$ cat config.mk
export PLATFORM = sky130hd
export DESIGN_NAME = mbus_bus_req_ctrl
export DESIGN_NICKNAME = d
export VERILOG_FILES = /design/src/rtl/mbus_bus_req_ctrl.sv
export SDC_FILE = /design/constraint.sdc
export NUM_CORES = 1
export LEC_CHECK = 0
export CAP_MARGIN = 20
export CORE_UTILIZATION = 45
export CTS_CLUSTER_SIZE = 14
export DETAILED_ROUTE_END_ITERATION = 6
export PLACE_DENSITY = 0.68
export SLEW_MARGIN = 20
export SYNTH_ARGS = -nofsm -noshare
export SYNTH_HDL_FRONTEND = slang
export SYNTH_SLANG_ARGS = --single-unit
$ cat constraint.sdc
create_clock -name i_mbus_clk -period 2.37 [get_ports i_mbus_clk]
set_input_delay 0.3555 -clock i_mbus_clk [delete_from_list [all_inputs] [get_ports i_mbus_clk]]
set_output_delay 0.3555 -clock i_mbus_clk [all_outputs]
set_load 0.005 [all_outputs]
$ cat src/rtl/mbus_bus_req_ctrl.sv
// rtl/mbus_bus_req_ctrl.sv - local-node bus requester driving the busy handshake
//
// Purpose:
//   Raises a wake-up request while the bus is idle, waits for bus-busy,
//   collects the arbitration verdict, grants the bus to the TX layer and
//   issues the clear-busy pulse that returns the busy controller to idle.
//
// Ports:
//   i_mbus_clk   block clock, all state on posedge
//   i_resetn     asynchronous active-low reset
//   i_tx_req     level, TX layer wants the bus
//   i_tx_done    1-cycle strobe, transaction finished
//   i_bus_busyn  from busy controller, 0 = bus busy
//   i_arb_valid  1-cycle strobe, verdict valid on i_arb_won
//   i_arb_won    1 = this node won arbitration
//   o_req_out    1 = pull bus line to request wake-up
//   o_tx_grant   level, bus owned by this node
//   o_tx_fail    1-cycle pulse, request timeout or active watchdog
//   o_tx_lost    1-cycle pulse, arbitration lost
//   o_clr_busy   clear-busy pulse to busy controller

module mbus_bus_req_ctrl #(
    parameter int CNT_W       = 11,
    parameter int REQ_TIMEOUT = 16,
    parameter int ACT_TIMEOUT = 1024,
    parameter int CLR_PULSE   = 2,
    parameter int BACKOFF     = 4
) (
    input  logic i_mbus_clk,
    input  logic i_resetn,
    input  logic i_tx_req,
    input  logic i_tx_done,
    input  logic i_bus_busyn,
    input  logic i_arb_valid,
    input  logic i_arb_won,
    output logic o_req_out,
    output logic o_tx_grant,
    output logic o_tx_fail,
    output logic o_tx_lost,
    output logic o_clr_busy
);

    // The counter is loaded with N-1 so that a phase lasting N cycles ends
    // on the cycle where the counter reads zero.
    localparam logic [CNT_W-1:0] LD_REQ = CNT_W'(REQ_TIMEOUT - 1);
    localparam logic [CNT_W-1:0] LD_ACT = CNT_W'(ACT_TIMEOUT - 1);
    localparam logic [CNT_W-1:0] LD_CLR = CNT_W'(CLR_PULSE - 1);
    localparam logic [CNT_W-1:0] LD_BCK = CNT_W'(BACKOFF - 1);

    typedef enum logic [2:0] {
        S_IDLE      = 3'd0,
        S_REQUEST   = 3'd1,
        S_ARB       = 3'd2,
        S_ACTIVE    = 3'd3,
        S_RELEASE   = 3'd4,
        S_WAIT_IDLE = 3'd5,
        S_BACKOFF   = 3'd6
    } state_t;

    state_t           r_state;
    state_t           w_next_state;
    logic [CNT_W-1:0] r_cnt;
    logic [CNT_W-1:0] w_cnt;
    // Remembers that WAIT_IDLE was entered after a lost/failed attempt,
    // so the exit goes through BACKOFF instead of straight to IDLE.
    logic             r_penalty;
    logic             w_penalty;

    logic w_req_out;
    logic w_tx_grant;
    logic w_tx_fail;
    logic w_tx_lost;
    logic w_clr_busy;

    // State register; outputs are registered from the next-state decode so
    // they change on the same edge as the state.
    always_ff @(posedge i_mbus_clk or negedge i_resetn) begin
        if (!i_resetn) begin
            r_state    <= S_IDLE;
            r_cnt      <= '0;
            r_penalty  <= 1'b0;
            o_req_out  <= 1'b0;
            o_tx_grant <= 1'b0;
            o_tx_fail  <= 1'b0;
            o_tx_lost  <= 1'b0;
            o_clr_busy <= 1'b0;
        end else begin
            r_state    <= w_next_state;
            r_cnt      <= w_cnt;
            r_penalty  <= w_penalty;
            o_req_out  <= w_req_out;
            o_tx_grant <= w_tx_grant;
            o_tx_fail  <= w_tx_fail;
            o_tx_lost  <= w_tx_lost;
            o_clr_busy <= w_clr_busy;
        end
    end

    // Next-state and counter logic. The counter saturates at zero.
    always_comb begin
        w_next_state = r_state;
        w_cnt        = (r_cnt != '0) ? (r_cnt - 1'b1) : '0;
        w_penalty    = r_penalty;
        case (r_state)
            S_IDLE: begin
                w_cnt = '0;
                if (i_tx_req && i_bus_busyn) begin
                    w_next_state = S_REQUEST;
                    w_cnt        = LD_REQ;
                end
            end
            S_REQUEST: begin
                // Bus going busy takes priority over both abort and timeout.
                if (!i_bus_busyn) begin
                    w_next_state = S_ARB;
                end else if (!i_tx_req) begin
                    w_next_state = S_IDLE;
                    w_cnt        = '0;
                end else if (r_cnt == '0) begin
                    w_next_state = S_BACKOFF;
                    w_cnt        = LD_BCK;
                end
            end
            S_ARB: begin
                if (i_arb_valid) begin
                    if (i_arb_won) begin
                        w_next_state = S_ACTIVE;
                        w_cnt        = LD_ACT;
                    end else begin
                        w_next_state = S_WAIT_IDLE;
                        w_penalty    = 1'b1;
                    end
                end else if (i_bus_busyn) begin
                    w_next_state = S_BACKOFF;
                    w_cnt        = LD_BCK;
                end
            end
            S_ACTIVE: begin
                // A completion on the watchdog's last cycle is a clean finish.
                if (i_tx_done) begin
                    w_next_state = S_RELEASE;
                    w_cnt        = LD_CLR;
                    w_penalty    = 1'b0;
                end else if (r_cnt == '0) begin
                    w_next_state = S_RELEASE;
                    w_cnt        = LD_CLR;
                    w_penalty    = 1'b1;
                end
            end
            S_RELEASE: begin
                if (r_cnt == '0) begin
                    w_next_state = S_WAIT_IDLE;
                end
            end
            S_WAIT_IDLE: begin
                if (i_bus_busyn) begin
                    w_penalty = 1'b0;
                    if (r_penalty) begin
                        w_next_state = S_BACKOFF;
                        w_cnt        = LD_BCK;
                    end else begin
                        w_next_state = S_IDLE;
                    end
                end
            end
            S_BACKOFF: begin
                if (r_cnt == '0) begin
                    w_next_state = S_IDLE;
                end
            end
            default: begin
                w_next_state = S_IDLE;
                w_cnt        = '0;
                w_penalty    = 1'b0;
            end
        endcase
    end

    // Output decode. Event pulses are derived from the transition taken,
    // so fail and lost cannot coincide.
    always_comb begin
        w_req_out  = (w_next_state == S_REQUEST) || (w_next_state == S_ARB);
        w_tx_grant = (w_next_state == S_ACTIVE);
        w_clr_busy = (w_next_state == S_RELEASE);
        w_tx_fail  = (((r_state == S_REQUEST) || (r_state == S_ARB)) &&
                      (w_next_state == S_BACKOFF)) ||
                     ((r_state == S_ACTIVE) && (w_next_state == S_RELEASE) && !i_tx_done);
        w_tx_lost  = (r_state == S_ARB) && (w_next_state == S_WAIT_IDLE);
    end

endmodule

Yosys cells after proc, flatten, opt, wreduce, memory -nomap -nowiden
Index checks and enable logic that the tools add are counted.

word-level totals
  register bits after elaboration = 20
  bits in latches = 0
  bits in writable memories = 0
  memory bits (read-only) = 0
  input bits = 7
  memories = 0

cells by class
  add/sub/neg operators = 1
  multiply operators = 0
  divide/modulo/power cells = 0
  $lt $le $gt $ge = 0
  eq/ne operators = 16
  shift-type cells = 0
  multiplexer cells = 33
  bitwise logic cells = 1
  reductions and logical operators = 15

operators by type and width
  kind                                                                   count
  11-bit 2-to-1 mux                                                      11
  11-bit one-hot mux with 6 select lines                                 1
  3-bit 2-to-1 mux                                                       13
  3-bit one-hot mux with 7 select lines                                  1
  3-bit == test (second input constant)                                  6
  3-bit by 2-bit == test with 1-bit output (second input constant)       4
  11-bit zero test                                                       1
  11-bit nonzero test                                                    1
  11-bit by 1-bit subtractor with 11-bit output (second input constant)  1
  3-bit by 1-bit == test with 1-bit output (second input constant)       2
  2-bit != test (second input constant)                                  3
  1-bit logical AND                                                      5
  1-bit 2-to-1 mux                                                       5
  5-bit AND reduction                                                    1
  4-bit 2-to-1 mux                                                       1
  1-bit one-hot mux with 4 select lines                                  1
  4-bit OR reduction                                                     1
  3-bit zero test                                                        1
  1-bit logical OR                                                       3
  3-bit != test (second input constant)                                  1
  2-bit OR reduction                                                     1
  1-bit zero test                                                        1
  1-bit NOT                                                              1

Longest topological paths before layout
Gate-level depths: netlist (run 1).

  depth in word-level cells = 9
  gate-level depth with buffers = 9

Least setup slack after synthesis (run 1)
No wires, ideal clock.

  kind = reg-to-reg
  from = register r_cnt[0]
  to = register o_tx_fail
  library setup time = 0.120 ns
  arrival time = 2.059 ns
  path slack = 0.191 ns
  stages on the path, launching flop included = 9
  clock period less this slack = 2.179 ns
  cells stage by stage = dfrtp_1 inv_1 ha_1 nor3b_2 nand3_2 and3_1 a211oi_4 mux2_1 and3_1

on the way
  word-level cells in the longest chain between the ends = 9
  elaborated cells on any way between the ends = 15
  those cells by class = eq/ne (2); mux (8); reduce/logical (5)

RTL lines
  item                                     RTL line  text
  start, declared                          62        logic [CNT_W-1:0] r_cnt;
  start signal, assigned                   89        r_cnt <= w_cnt;
  11-bit zero test *                       --
  3-bit 2-to-1 mux                         119       end else if (r_cnt == '0) begin
  3-bit 2-to-1 mux                         116       end else if (!i_tx_req) begin
  3-bit 2-to-1 mux                         114       if (!i_bus_busyn) begin
  3-bit one-hot mux with 7 select lines *  104       case (r_state)
  3-bit == test                            187       ((r_state == S_ACTIVE) && (w_next_state == S_RELEASE) && !i_tx_done);
  1-bit logical AND (2 in a row)           187
  1-bit logical OR *                       186       (w_next_state == S_BACKOFF)) ||
  named net w_tx_fail                      71        logic w_tx_fail;
  end signal, assigned                     93        o_tx_fail <= w_tx_fail;
  end, declared                            38        output logic o_tx_fail,

Mark *: on every way through the listed nets, which the timed path passes. The rest lies on a longest branch.
A chain may end at the register's enable or synchronous reset.

Worst setup path in the final report (run 1)
Same ends and word-level chain as after synthesis.

==> summary.md, run 1 <==
| Metric | Value |
|---|---|
| Outcome | finished, final reports clean |
| Worst Reg2Reg Path Length in Cells | 8 |
| Post-CTS Hold Fix Bufs | 0 |
| Die area | 2960 sq um |
| Post-DP HPWL | 2110 um |
| Ys async rst share | 100% |
| Setup TNS | 0 ns |
| Clk_skew | 0.00769 ns |
| Gp weighted congestion | 0.925 |
| # DRC | 0 |
| Fraction of layout cells with a size suffix above 1 | 11.9% |
| Least-Margin Pin Slew | 0.557 ns |
| Unrepaired setup endpoints after global routing | no |
| Clock period minus worst slack | 2.21 ns |
| Crit start category | flop |
| Syn. warnings | 0 |
| # Post-CTS Setup Buffers | 0 |
| WP data required | 2.59 ns |
| Resize count post-CTS | 0 |
| Seq cells post-synth | 20 |
| Die W | 54.4 um |
| First-pass iteration count of the detailed router | 4 |
| Most frequent cell after synthesis | dfrtp_1 |
| Seq/Total Area, Yosys | 40.6% |
| Area grow syn2layout | 19.8% |
| Leak pwr | 0.651 nW |
| Total core area | 2540 sq um |
| Share of the synthesized area in the top cell type | 40.6% |
| FMAX | 453 MHz |
| Sw Share | 43.6% |
| CP delay by family, top | simple AND/OR/NAND/NOR gates |
| Worst VDD drop | 0.678 mV |
| CP Cell Sequence | inv_1 > ha_1 > nor3b_4 > nand3_2 > and3_1 > a211oi_4 > mux2_1 > and3_1 |
| Max-slew violations | 0 |
| Antenna Nets Post-Route | 0 |
| Clk buf depth | 2 |
| Flop pwr share | 33.9% |
| Number of nets in the layout | 169 |
| Worst Path Buf+Inv | 1 |
| Final worst path period share | 93.2% |
| CTS tree | yes |
| Most area-hungry cell type in the Yosys netlist | dfrtp_1 |
| Die H | 54.4 um |
| Final Hold Vio Count | 0 |
| Max-Cap Viols | 0 |
| Antenna diodes | 0 |
| Internal power | 0.000992 W |
| GRT overflow | 0 |
| Largest net degree at the start of global routing | 21 |
| Mapped Cells | 141 |
| Boundary Pins | 12 |
| Net switching power | 0.000766 W |
| Crit-path most repeated cell | and3_1 |
| Min-delay worst type | in -> async |
| Post-synth EDFFs | 0 |
| CP max FO | 5 |
| DR vias | 1125 |
| Worst r2r src | r_cnt[0] |
| DR iter-0 viols | 47 |
| FP Rows | 18 |
| Max stage delay on crit path | 0.45 ns |
| Vias/cell | 5.92 |
| Clock Sinks | 20 |
| Core Util, Final | 58.1% |
| Slew HR | 62.8% |
| Critical R2R Capture | o_tx_fail |
| Clk pin slew, worst setup/hold paths | 0.12 ns |
| Initial antenna violation count | 0 |
| Synth Cell Area | 1230 sq um |
| # setup viols final | 0 |
| Global-route wire length before repair | 4640 um |
| Synth Flop Type | dfrtp_1 |
| Syn nets | 149 |
| Nature of the critical path endpoint | flop |
| Crit-path slowest cell | dfrtp_1 |
| Flop2flop setup slack | 0.16 ns |
| Final wirelength | 2840 um |
| Clock buffer count from CTS | 3 |
| Top post-synthesis cells by count | dfrtp_1 (20), nor2_1 (15), o21ai_0 (14), inv_1 (10) |
| H-Tree Depth | 1 |
| Tot GR Track Use | 22.5% |
| Clock Latency Late Sink | 0.31 ns |
| Synth area leaders | dfrtp_1 (41%), o21ai_0 (5.7%), nor2_1 (4.6%), xor2_1 (4.3%), a21oi_1 (3.7%) |
| Worst EP arrival | 2.43 ns |
| Root Buffer Master | clkbuf_4 |
| Comb power frac | 54.4% |
| PwrDens | 1190 nW/um^2 |
| Port bufs | 11 |
| Initial Util | 48.5% |
| Fin Hold WS | 0.381 ns |
| Mean Syn Cell Area | 8.75 sq um |
| Kind of critical path | reg -> reg |
| Vias in the first global route | 1016 |
| Drt wl/cell | 15.0 um |
| Power share of the clock group | 11.7% |
| Distinct cells, synth | 41 |
[power by group through the flow]
stage               registers [W]  logic, W  clock network, W
CTS                      0.000586  0.000935          0.000206
detailed placement       0.000593  0.000928                 0
global route             0.000611   0.00108          0.000222
finish                   0.000596  0.000957          0.000205
floorplan                0.000539  0.000681                 0
global placement         0.000589  0.000916                 0
[worst max path at each step]
stage | startpoint | end | slack (ns) | cells past startpoint
3_5_place_dp | i_bus_busyn | o_tx_fail | 0.06 | 7
6_report | r_cnt[0] | o_tx_fail | 0.16 | 8
5_1_grt | r_cnt[0] | o_tx_fail | 0.03 | 8
2_1_floorplan | r_cnt[0] | o_tx_fail | 0.19 | 8
3_3_place_gp | i_bus_busyn | o_tx_fail | 0.09 | 7
4_1_cts | r_cnt[0] | o_clr_busy | 0.1 | 8
[metrics by stage]
stage,std cells,power (W),area (sq um),worst slack [ns]
2_1_floorplan,141,0.00122,1230,0.191
3_3_place_gp,186,0.00150,1430,0.0919
3_5_place_dp,186,0.00152,1430,0.0564
4_1_cts,190,0.00173,1460,0.0966
5_1_grt,190,0.00191,1480,0.0332
6_report,190,0.00176,1480,0.160
[kinds of logic (layout without fill, tap and decap cells)]
| group | after synthesis | in the layout | synth area share (%) |
|---|---|---|---|
| buffers and inverters | 16 | 35 | 5.38 |
| multiplexers | 1 | 1 | 0.913 |
| AND/OR/NAND/NOR | 53 | 53 | 23.8 |
| flip-flops | 20 | 20 | 40.6 |
| adder cells (fa/ha/maj) | 1 | 1 | 1.01 |
| AO/OA/AOI/OAI | 41 | 41 | 21.9 |
| XOR/XNOR | 9 | 9 | 6.39 |
[metal layers]
metal | vias up | track usage, % | routed length [um]
met5 | - | 0 | 0
met4 | 0 | 9.83 | 68
met3 | 9 | 4.17 | 226
met2 | 47 | 33.1 | 1240
met1 | 528 | 32.0 | 1300
li1 | 541 | - | -
[layout make-up]
type,instances,area [sq um]
Clock buffer,4,36.3
Multi-Input combinational cell,105,681
Timing Repair Buffer,21,185
Tap cell,30,37.5
Fill cell,222,1070
Sequential cell,20,500
Inverter,10,37.5
[worst register-to-register path: stages, from the launching register on]
cell	delay [ns]
dfrtp_1	0.45
inv_1	0.08
ha_1	0.18
nor3b_4	0.27
nand3_2	0.10
and3_1	0.21
a211oi_4	0.30
mux2_1	0.35
and3_1	0.18
[state kept, by name (all words and copies together) (netlist names)]
| signal | flops |
|---|---|
| r_penalty | 1 |
| o_clr_busy | 1 |
| o_req_out | 1 |
| o_tx_lost | 1 |
| o_tx_grant | 1 |
| r_state | 3 |
| o_tx_fail | 1 |
| r_cnt | 11 |
[placed cells by master (no fill, tap or decap), types with 2 or more instances in the layout]
cell type / synthesis / routed
dfrtp_1: 20 / 20
nor2_1: 15 / 15
o21ai_0: 14 / 14
clkdlybuf4s50_1: 0 / 11
inv_1: 10 / 10
buf_4: 1 / 10
a21oi_1: 9 / 9
nand2_1: 9 / 9
nand2b_1: 6 / 6
xor2_1: 6 / 6
nor3_1: 5 / 5
and3_1: 4 / 4
nand3_1: 3 / 3
xnor2_1: 3 / 3
o32a_1: 3 / 3
clkbuf_4: 0 / 3
nor3b_1: 2 / 2
a31oi_1: 2 / 2
a211oi_1: 2 / 2
o31ai_1: 2 / 2
No activity file was read; power rests on OpenSTA's default activity.
==> inputs of run 2 (changes only) <==
CORE_MARGIN = 2   (was unset)
==> summary.md, run 2 (synthesis results as in run 1) <==
| Metric | Value |
|---|---|
| Outcome | finished, final reports clean |
| Clock Sinks | 20 |
| Fraction of layout cells with a size suffix above 1 | 14.0% |
| Largest regs | r_cnt: 11 flops, r_state: 3 flops |
| CP max FO | 5 |
| Clk_skew | 0.0167 ns |
| Die H | 56.4 um |
| Kind of critical path | reg -> reg |
| Vias in the first global route | 1092 |
| First-pass iteration count of the detailed router | 4 |
| Critical R2R Capture | o_tx_fail |
| Setup crit end | o_tx_fail |
| Number of nets in the layout | 173 |
| Fin Hold WS | 0.366 ns |
| Worst VDD drop | 0.795 mV |
| Total power | 0.00190 W |
| Post-DP HPWL | 2210 um |
| CTS tree | yes |
| DR iter-0 viols | 44 |
| Clock buffer count from CTS | 3 |
| Min-delay worst type | in -> async |
| Max reg flops | 11 |
| Unrepaired setup endpoints after global routing | no |
| Reg with most FFs | r_cnt |
| Crit path launch | r_cnt[0] |
| GRT overflow | 0 |
| PwrDens | 1250 nW/um^2 |
| Core Util, Final | 59.9% |
| Root Buffer Master | clkbuf_4 |
| Multi-input gate area | 681 sq um |
| Final worst path period share | 93.1% |
| Nature of the critical path endpoint | flop |
| Clock period minus worst slack | 2.21 ns |
| Total core area | 2540 sq um |
| Boundary Pins | 12 |
| Clk pin slew, worst setup/hold paths | 0.13 ns |
| Post-CTS Hold Fix Bufs | 0 |
| Antenna Nets Post-Route | 0 |
| Initial antenna violation count | 0 |
| H-Tree Depth | 1 |
| Tot GR Track Use | 20.6% |
| Die area | 3180 sq um |
| Crit-path most repeated cell | and3_1 |
| Antenna diodes | 0 |
| Least-Margin Pin Slew | 0.541 ns |
| Port bufs | 11 |
| Worst Reg2Reg Path Length in Cells | 8 |
| CP Cell Sequence | inv_1 > ha_1 > nor3b_4 > nand3_2 > and3_1 > a211oi_4 > mux2_1 > and3_1 |
| Largest net degree at the start of global routing | 21 |
| Crit start category | flop |
| Max stage delay on crit path | 0.45 ns |
| Commonest non-fill, non-tap cells in the layout | dfrtp_1 (20), nor2_1 (15), o21ai_0 (14), buf_4 (14), clkdlybuf4s50_1 (11) |
| Global-route wire length before repair | 5220 um |
| Pre-CTS setup slack | 0.0410 ns |
| FP Rows | 18 |
| Crit-path slowest cell | dfrtp_1 |
| Drt wl/cell | 15.5 um |
| # setup viols final | 0 |
| WP data required | 2.57 ns |
| Final Hold Vio Count | 0 |
| Worst r2r src | r_cnt[0] |
| Vias/cell | 5.88 |
| DR vias | 1141 |
| Clock Latency Late Sink | 0.31 ns |
| Worst EP arrival | 2.40 ns |
| Reg area | 500 sq um |
| Setup TNS | 0 ns |
| Setup WS post-layout | 0.165 ns |
| Max-slew violations | 0 |
| Leak pwr | 0.675 nW |
| Area grow syn2layout | 23.5% |
| Flop2flop setup slack | 0.16 ns |
| Gp weighted congestion | 0.949 |
| Slew HR | 63.8% |
| Die W | 56.4 um |
| FMAX | 453 MHz |
| Max-Cap Viols | 0 |
| # fillers | 239 |
| Final wirelength | 3010 um |
| # DRC | 0 |
| Clk buf depth | 2 |
| Initial Util | 48.5% |
| Most common cell after layout, fill and taps aside | dfrtp_1 |
==> run 2: worst min-delay path by stage <==
| stage | end | slack, ns | depth (start not counted) |
|---|---|---|---|
| after floorplan | o_clr_busy | 0.06 | 0 |
| after global placement | r_cnt[10] | 0.53 | 2 |
| after detailed placement | r_cnt[0] | 0.54 | 1 |
| after CTS | r_cnt[1] | 0.38 | 2 |
| after global routing | r_cnt[1] | 0.38 | 2 |
| final | r_cnt[1] | 0.37 | 2 |
==> run 2: cell type report <==
type	count	area share, %
multi-input combinational	105	44.7
sequential	20	32.8
timing repair buffer	25	14.1
inverter	10	2.46
tap	30	2.46
clock inverter	1	1.97
clock buffer	3	1.48
==> run 2: critical path: cells and delay by family (launching register included) <==
family | cells | cell delay [ns]
fa+ha+maj | 1 | 0.17
simple gates | 4 | 0.74
mux | 1 | 0.35
buf+inv | 1 | 0.08
flops | 1 | 0.45
compound gates | 1 | 0.30
==> run 2: what timing repair did <==
item,in CTS,in global routing
resized for setup,0,2
setup buffers,0,4
setup endpoints to repair,0,4
==> run 2: power by group <==
part           switching (W)  internal (W)  leakage, nW
registers           0.000139      0.000454        0.263
clock network       0.000109      0.000171       0.0279
logic               0.000535      0.000491        0.384
==> run 2: routing by layer <==
| metal | global-route usage [%] | vias up | wire length, um |
|---|---|---|---|
| met5 | 0 | - | 0 |
| met4 | 4.08 | 0 | 23 |
| met3 | 3.00 | 4 | 207 |
| met2 | 33.3 | 43 | 1420 |
| met1 | 29.5 | 548 | 1360 |
| li1 | - | 546 | - |
==> run 2: metrics by stage <==
step	cells	area, sq um
floorplan	141	1230
global placement	186	1430
detailed placement	186	1430
CTS	190	1480
global route	194	1520
finish	194	1520
==> inputs of run 3 (changes only) <==
CORE_MARGIN = 10   (was 2)
==> summary.md, run 3 (synthesis results as in run 1) <==
| Metric | Value |
|---|---|
| Outcome | finished, final reports clean |
| # setup viols final | 0 |
| Clock buffer count from CTS | 3 |
| # fillers | 232 |
| Clock Sinks | 20 |
| Final worst path period share | 93.2% |
| Net switching power | 0.000748 W |
| Max-slew violations | 0 |
| Post-CTS Hold Fix Bufs | 0 |
| Fin area | 1510 sq um |
| Fraction of layout cells with a size suffix above 1 | 12.3% |
| Vias/cell | 5.60 |
| Flop pwr share | 33.1% |
| Clk pin slew, worst setup/hold paths | 0.12 ns |
| Flop2flop setup slack | 0.16 ns |
| Initial antenna violation count | 0 |
| Slew HR | 61.2% |
| Power share of the clock group | 15.0% |
| Number of nets in the layout | 171 |
| Worst Path Buf+Inv | 1 |
| Instance area at placement | 1420 sq um |
| DR iter-0 viols | 109 |
| FP Rows | 18 |
| Min-delay worst type | in -> async |
| Root Buffer Master | clkbuf_4 |
| Most common cell after layout, fill and taps aside | dfrtp_1 |
| Final wirelength | 2760 um |
| Antenna Nets Post-Route | 0 |
| Reg with most FFs | r_cnt |
| Sw Share | 40.9% |
| Clock Latency Late Sink | 0.30 ns |
| Clock period minus worst slack | 2.21 ns |
| Die H | 72.4 um |
| Largest net degree at the start of global routing | 21 |
| Nature of the critical path endpoint | flop |
| Antenna diodes | 0 |
| # DRC | 0 |
| Max stage delay on crit path | 0.45 ns |
| Least-Margin Pin Slew | 0.577 ns |
| Vias in the first global route | 1011 |
| Drt wl/cell | 14.4 um |
| First-pass iteration count of the detailed router | 4 |
| Die area | 5240 sq um |
| Total core area | 2540 sq um |
| Worst r2r src | r_cnt[0] |
| Clk_skew | 0.0151 ns |
| CP Cell Sequence | inv_1 > ha_1 > nor3b_4 > nand3_4 > and3_1 > a211oi_4 > mux2_1 > and3_1 |
| Leak pwr | 0.665 nW |
| Global-route wire length before repair | 4770 um |
| CP delay by family, top | simple AND/OR/NAND/NOR gates |
| Comb power frac | 51.9% |
| Post-DP HPWL | 2130 um |
| Crit start category | flop |
| Critical R2R Capture | o_tx_fail |
| Initial Util | 48.5% |
| DR vias | 1076 |
| Worst VDD drop | 0.667 mV |
| Pre-CTS setup slack | 0.0800 ns |
| CTS tree | yes |
| Port bufs | 11 |
| Unrepaired setup endpoints after global routing | no |
| Final Hold Vio Count | 0 |
| Total power | 0.00183 W |
| Gp weighted congestion | 0.920 |
| Commonest non-fill, non-tap cells in the layout | dfrtp_1 (20), nor2_1 (15), o21ai_0 (14) |
| Worst EP arrival | 2.40 ns |
| Clk buf depth | 2 |
| H-Tree Depth | 1 |
| Kind of critical path | reg -> reg |
| Max-Cap Viols | 0 |
| Internal power | 0.00108 W |
| Crit-path most repeated cell | and3_1 |
| Max reg flops | 11 |
| Multi-input gate area | 681 sq um |
| CP Depth | 8 |
| Boundary Pins | 12 |
| WP data required | 2.56 ns |
| Die W | 72.4 um |
| Crit-path slowest cell | dfrtp_1 |
| PwrDens | 1210 nW/um^2 |
| Setup TNS | 0 ns |
| Setup WS post-layout | 0.161 ns |
| Worst Reg2Reg Path Length in Cells | 8 |
| GRT overflow | 0 |
| Tot GR Track Use | 10.8% |
| Fin Hold WS | 0.382 ns |
| CP max FO | 7 |
| Largest regs | r_cnt: 11 flops, r_state: 3 flops |
| Reg area | 500 sq um |
| FMAX | 453 MHz |
| Area grow syn2layout | 22.3% |
run 3: cell types whose count changed in the layout (fill, tap and decap cells not counted):
cell / previous run / this run
o311ai_2: 1 / 0
o311ai_1: 0 / 1
nand3_4: 0 / 1
nand3_2: 1 / 0
buf_4: 14 / 12
run 3: repair_timing:
action,in CTS,in global routing
setup buffers,0,3
setup endpoints to repair,0,3
gates resized for setup,0,2
run 3: through the flow:
stage | instances | utilization, %
after floorplan | 141 | -
after global placement | 185 | 55.8
after detailed placement | 185 | 55.8
after global routing | 192 | 59.3
after CTS | 189 | 57.9
final | 192 | 59.3
run 3: area by class of cell:
type	instances	share of cell area [%]
Timing Repair Buffer	23	13.3
Inverter	10	2.49
Sequential cell	20	33.2
Multi-Input combinational cell	105	45.1
Clock inverter	1	1.99
Tap cell	30	2.49
Clock buffer	3	1.49
run 3: power by group through the flow:
stage | clock, W | sequential [W] | combinational [W]
2_1_floorplan | 0 | 0.000539 | 0.000681
3_3_place_gp | 0 | 0.000606 | 0.000887
3_5_place_dp | 0 | 0.000607 | 0.000892
4_1_cts | 0.000284 | 0.000600 | 0.000897
5_1_grt | 0.000297 | 0.000627 | 0.00108
6_report | 0.000274 | 0.000606 | 0.000950
run 3: worst max path at each step:
stage,from,endpoint,slack (ns)
finish,r_cnt[0],o_tx_fail,0.16
global placement,i_bus_busyn,o_tx_fail,0.11
global route,r_cnt[0],o_tx_fail,0.03
floorplan,r_cnt[0],o_tx_fail,0.19
detailed placement,i_bus_busyn,o_tx_fail,0.08
CTS,r_cnt[0],o_tx_fail,0.04
run 3: metal layers:
| metal | global-route usage (%) | vias up | part of all wire, % |
|---|---|---|---|
| li1 | - | 546 | - |
| met1 | 13.8 | 510 | 48 |
| met2 | 17.1 | 18 | 46 |
| met3 | 3.67 | 2 | 5.6 |
| met4 | 1.94 | 0 | 0.47 |
| met5 | 0 | - | 0 |
